===== config.mk =====
export PLATFORM = sky130hd
export DESIGN_NAME = inv_out_buffer
export DESIGN_NICKNAME = d
export VERILOG_FILES = /design/src/rtl/inv_out_buffer.sv
export SDC_FILE = /design/constraint.sdc
export NUM_CORES = 1
export LEC_CHECK = 0
export CAP_MARGIN = 30
export CORE_MARGIN = 3
export CORE_UTILIZATION = 56
export CTS_BUF_LIST = sky130_fd_sc_hd__clkbuf_8
export DETAILED_ROUTE_END_ITERATION = 6
export GPL_TIMING_DRIVEN = 0
export PLACE_DENSITY = 0.79
export SLEW_MARGIN = 10
export SYNTH_ARGS = -nofsm -noshare
export SYNTH_HDL_FRONTEND = slang
export SYNTH_SLANG_ARGS = --single-unit

===== constraint.sdc =====
create_clock -name clk -period 3.2 [get_ports clk]
set_clock_uncertainty 0.15 [all_clocks]
set_input_delay 0.64 -clock clk [delete_from_list [all_inputs] [get_ports clk]]
set_output_delay 0.64 -clock clk [all_outputs]
set_load 0.03 [all_outputs]

===== src/rtl/inv_out_buffer.sv =====
// Show-ahead output buffer behind the inverter stage: small register FIFO with
// drop accounting (sticky overflow, saturating drop count) and an XOR checksum of accepted words.
module inv_out_buffer #(
   parameter int WIDTH = 16,
   parameter int DEPTH = 4
) (
   input  logic                     clk,
   input  logic                     rst,
   input  logic [WIDTH-1:0]         di,
   input  logic                     di_valid,
   output logic                     di_ready,
   output logic [WIDTH-1:0]         dout,
   output logic                     do_valid,
   input  logic                     do_ready,
   output logic [$clog2(DEPTH):0]   count,
   output logic                     ovf,
   output logic [7:0]               drop_cnt,
   output logic [WIDTH-1:0]         csum,
   input  logic                     clr_stat
);

   localparam int PW = $clog2(DEPTH);
   localparam int CW = PW + 1;
   localparam logic [CW-1:0] FULL_COUNT = CW'(DEPTH);

   logic [WIDTH-1:0] mem_reg [DEPTH];
   logic [PW-1:0]    wr_ptr_reg, wr_ptr_next;
   logic [PW-1:0]    rd_ptr_reg, rd_ptr_next;
   logic [CW-1:0]    count_reg, count_next;
   logic             ovf_reg, ovf_next;
   logic [7:0]       drop_reg, drop_next;
   logic [WIDTH-1:0] csum_reg, csum_next;

   logic             accept, pop, drop;
   logic [7:0]       drop_base;
   logic [WIDTH-1:0] csum_base;

   // Handshake flags depend only on registered occupancy, so do_ready never
   // reaches di_ready and a full buffer cannot be refilled in the cycle it pops.
   always_comb begin
      di_ready = (count_reg != FULL_COUNT);
      do_valid = (count_reg != '0);
      accept   = di_valid && di_ready;
      drop     = di_valid && !di_ready;
      pop      = do_valid && do_ready;
   end

   always_comb begin
      wr_ptr_next = accept ? wr_ptr_reg + PW'(1) : wr_ptr_reg;
      rd_ptr_next = pop    ? rd_ptr_reg + PW'(1) : rd_ptr_reg;
      count_next  = count_reg + CW'(accept) - CW'(pop);
   end

   // A clear and a same-cycle event combine: the event lands on the cleared value.
   always_comb begin
      drop_base = clr_stat ? 8'd0 : drop_reg;
      csum_base = clr_stat ? '0 : csum_reg;
      ovf_next  = clr_stat ? drop : (ovf_reg | drop);
      drop_next = (drop && drop_base != 8'hFF) ? drop_base + 8'd1 : drop_base;
      csum_next = accept ? (csum_base ^ di) : csum_base;
   end

   generate
      for (genvar gi = 0; gi < DEPTH; gi++) begin : g_entry
         always_ff @(posedge clk) begin
            if (rst) begin
               mem_reg[gi] <= '0;
            end else if (accept && wr_ptr_reg == PW'(gi)) begin
               mem_reg[gi] <= di;
            end
         end
      end
   endgenerate

   always_ff @(posedge clk) begin
      if (rst) begin
         wr_ptr_reg <= '0;
         rd_ptr_reg <= '0;
         count_reg  <= '0;
         ovf_reg    <= 1'b0;
         drop_reg   <= 8'd0;
         csum_reg   <= '0;
      end else begin
         wr_ptr_reg <= wr_ptr_next;
         rd_ptr_reg <= rd_ptr_next;
         count_reg  <= count_next;
         ovf_reg    <= ovf_next;
         drop_reg   <= drop_next;
         csum_reg   <= csum_next;
      end
   end

   assign dout     = mem_reg[rd_ptr_reg];
   assign count    = count_reg;
   assign ovf      = ovf_reg;
   assign drop_cnt = drop_reg;
   assign csum     = csum_reg;

endmodule


==> flow_summary.ini <==
[status]
status = finished, final reports clean

[layout]
fin_nets = 443
fin_util_pct = 72.2
diodes = 0
largest_reg_flops = 64
ff_latch_area_um2 = 2600
final_area_um2 = 5380
multi_input_area_um2 = 1710
mostFrequentLayoutCell = and2_1
drive_gt1_share_pct = 12.6
layout_common_cells = and2_1, edfxtp_1, clkdlybuf4s50_1
syn_to_final_growth_pct = 21.9
n_fill_cell = 532

[place]
gp_congestion = 0.862
hpwl_um = 6410
numPortBuffers = 64
placed_area_um2 = 5180

[pwr]
power-per-cell-area_nw_per_um2 = 668
p_leak_uw = 0.00201
power_uw = 3590
peakVddDrop_mv = 0.608

[global_routing]
grtUsageTotal_pct = 22.5
grt_pass1_wl_um = 15100
grt_max_degree = 17
globalRouteOverflowTotal = 0
grt_pass1_vias = 2948
antenna_found_initial = 0

[detailed_routing]
viasPerCell = 5.47
ant_nets = 0
vias = 2839
drt-total-wl_um = 9360
drc_errors = 0
first_pass_iters = 4
wl_per_cell_um = 18.0
drt_iter0_markers = 126

[clock_tree]
h-tree-depth = 3
cts-buffers-inserted = 9
clock_path_buffers = 2
clk_pin_slew_ns = 0.09
cts_sinks = 98
cts_tree = yes
clk_latency_ns = 0.35
clockRootBuffer = clkbuf_8

[timing]
fmax_mhz = 326
fin_crit_ns = 3.07
rsz0062_at_grt = false
period_share_pct = 96.0
max_slew.worst_pin.slew_ns = 0.798
whs_ns = 0.360
setup_viol = 0
drv_slew = 0
finalHoldViolCount = 0
slew-limit-headroom_pct = 46.8

[min_path]
hold_path_class = reg -> reg
hold_depth = 2
hp-start = wr_ptr_reg[1]

[logic_synthesis]
synth-main-ff-cell = edfxtp_1
synth_fp_nets = 369
postSynthCellCount = 341
synth-edff-count = 64
ys_seq_elements = 98
synth.distinct_cells = 37
synthArstFlopShare_pct = 0
seq_area_frac_synth_pct = 59.0
synth.avg_cell_area_um2 = 12.9
ys_warn_count = 0
syn_area_um2 = 4410

[worst_setup_path]
critPathMaxFanout = 10
start_kind = flop
required_ns = 2.41
rr_startpoint = count[2]
critical_path.endpoint_type = output port
rr_worst_depth = 9
crit_type = reg -> out
r2r_slack_ns = 0.77
critPathArrivalTime_ns = 2.28

[floorplanning]
core_um2 = 7450
fp.dieW_um = 94.8
num_rows = 31
die_h_um = 94.8
start_util_pct = 59.3
ios = 67
die_area_um2 = 8980

[flow_run]
drv_cap = 0
-- cell usage after synthesis, drive strengths merged, types with 4 or more instances --
cell    count  area, µm²
xnor2      24        210
nor3b       4       50.1
edfxtp     64       1920
ha          6       75.1
dfxtp      34        681
mux4       16        360
clkbuf     10       42.5
buf         9       48.8
nor2       26       97.6
a21o        4       30.0
and2       65        407
nor2b       5       31.3
nand2      25        101
nand3      18       90.1
or3         4       25.0
-- worst paths after layout --
| check | endpoint |
|---|---|
| worst min-delay path | wr_ptr_reg[1] |
| worst min register to register | wr_ptr_reg[1] |
| worst max register to register | count[2] |
| worst max-delay path | dout[8] |
-- where the power goes --
group / internal (µW) / switching [µW]
clock network: 360 / 426
logic: 543 / 670
registers: 1520 / 77.2
-- cells by family after synthesis --
kind of cell | share of synthesized area, %
flip-flops | 59.0
buffers and inverters | 2.41
XOR/XNOR | 4.96
AO/OA/AOI/OAI | 3.49
multiplexers | 8.39
adder cells (fa/ha/maj) | 2.15
AND/OR/NAND/NOR | 19.6
-- final cells by class --
class                      instances  area share, %
clock inverter                     7           1.28
clock buffer                       9           2.30
buffer                            18           1.77
multi-input combinational        220           31.7
timing repair buffer              64           12.0
sequential                        98           48.4
tap                               99           2.30
inverter                           4          0.279
-- what timing repair did --
item | in CTS | in global routing
setup buffers | 0 | 0
resized for setup | 7 | 6
hold buffers | 0 | 0
hold endpoints to repair | 0 | 0
setup endpoints to repair | 10 | 5
-- metal layers --
metal | vias up | wire, µm | track usage [%]
met3 | 17 | 588 | 3.82
met4 | 0 | 177 | 9.13
met1 | 1387 | 3900 | 29.7
met2 | 92 | 4700 | 37.2
li1 | 1343 | - | -
met5 | - | 0 | 0
-- worst max-delay path, stage by stage (launching register included) --
cell	delay, ns
dfxtp_1	0.33
buf_2	0.26
buf_6	0.23
mux4_2	0.51
clkdlybuf4s50_1	0.60
-- through the flow --
step	worst slack [ns]	std cells	TNS [ns]
2_1_floorplan	0.754	341	0
3_3_place_gp	-0.208	504	-3.32
3_5_place_dp	-0.195	504	-3.10
4_1_cts	0.00451	520	0
5_1_grt	0.00466	519	0
6_report	0.128	519	0
No activity file was read; power rests on OpenSTA's default activity.
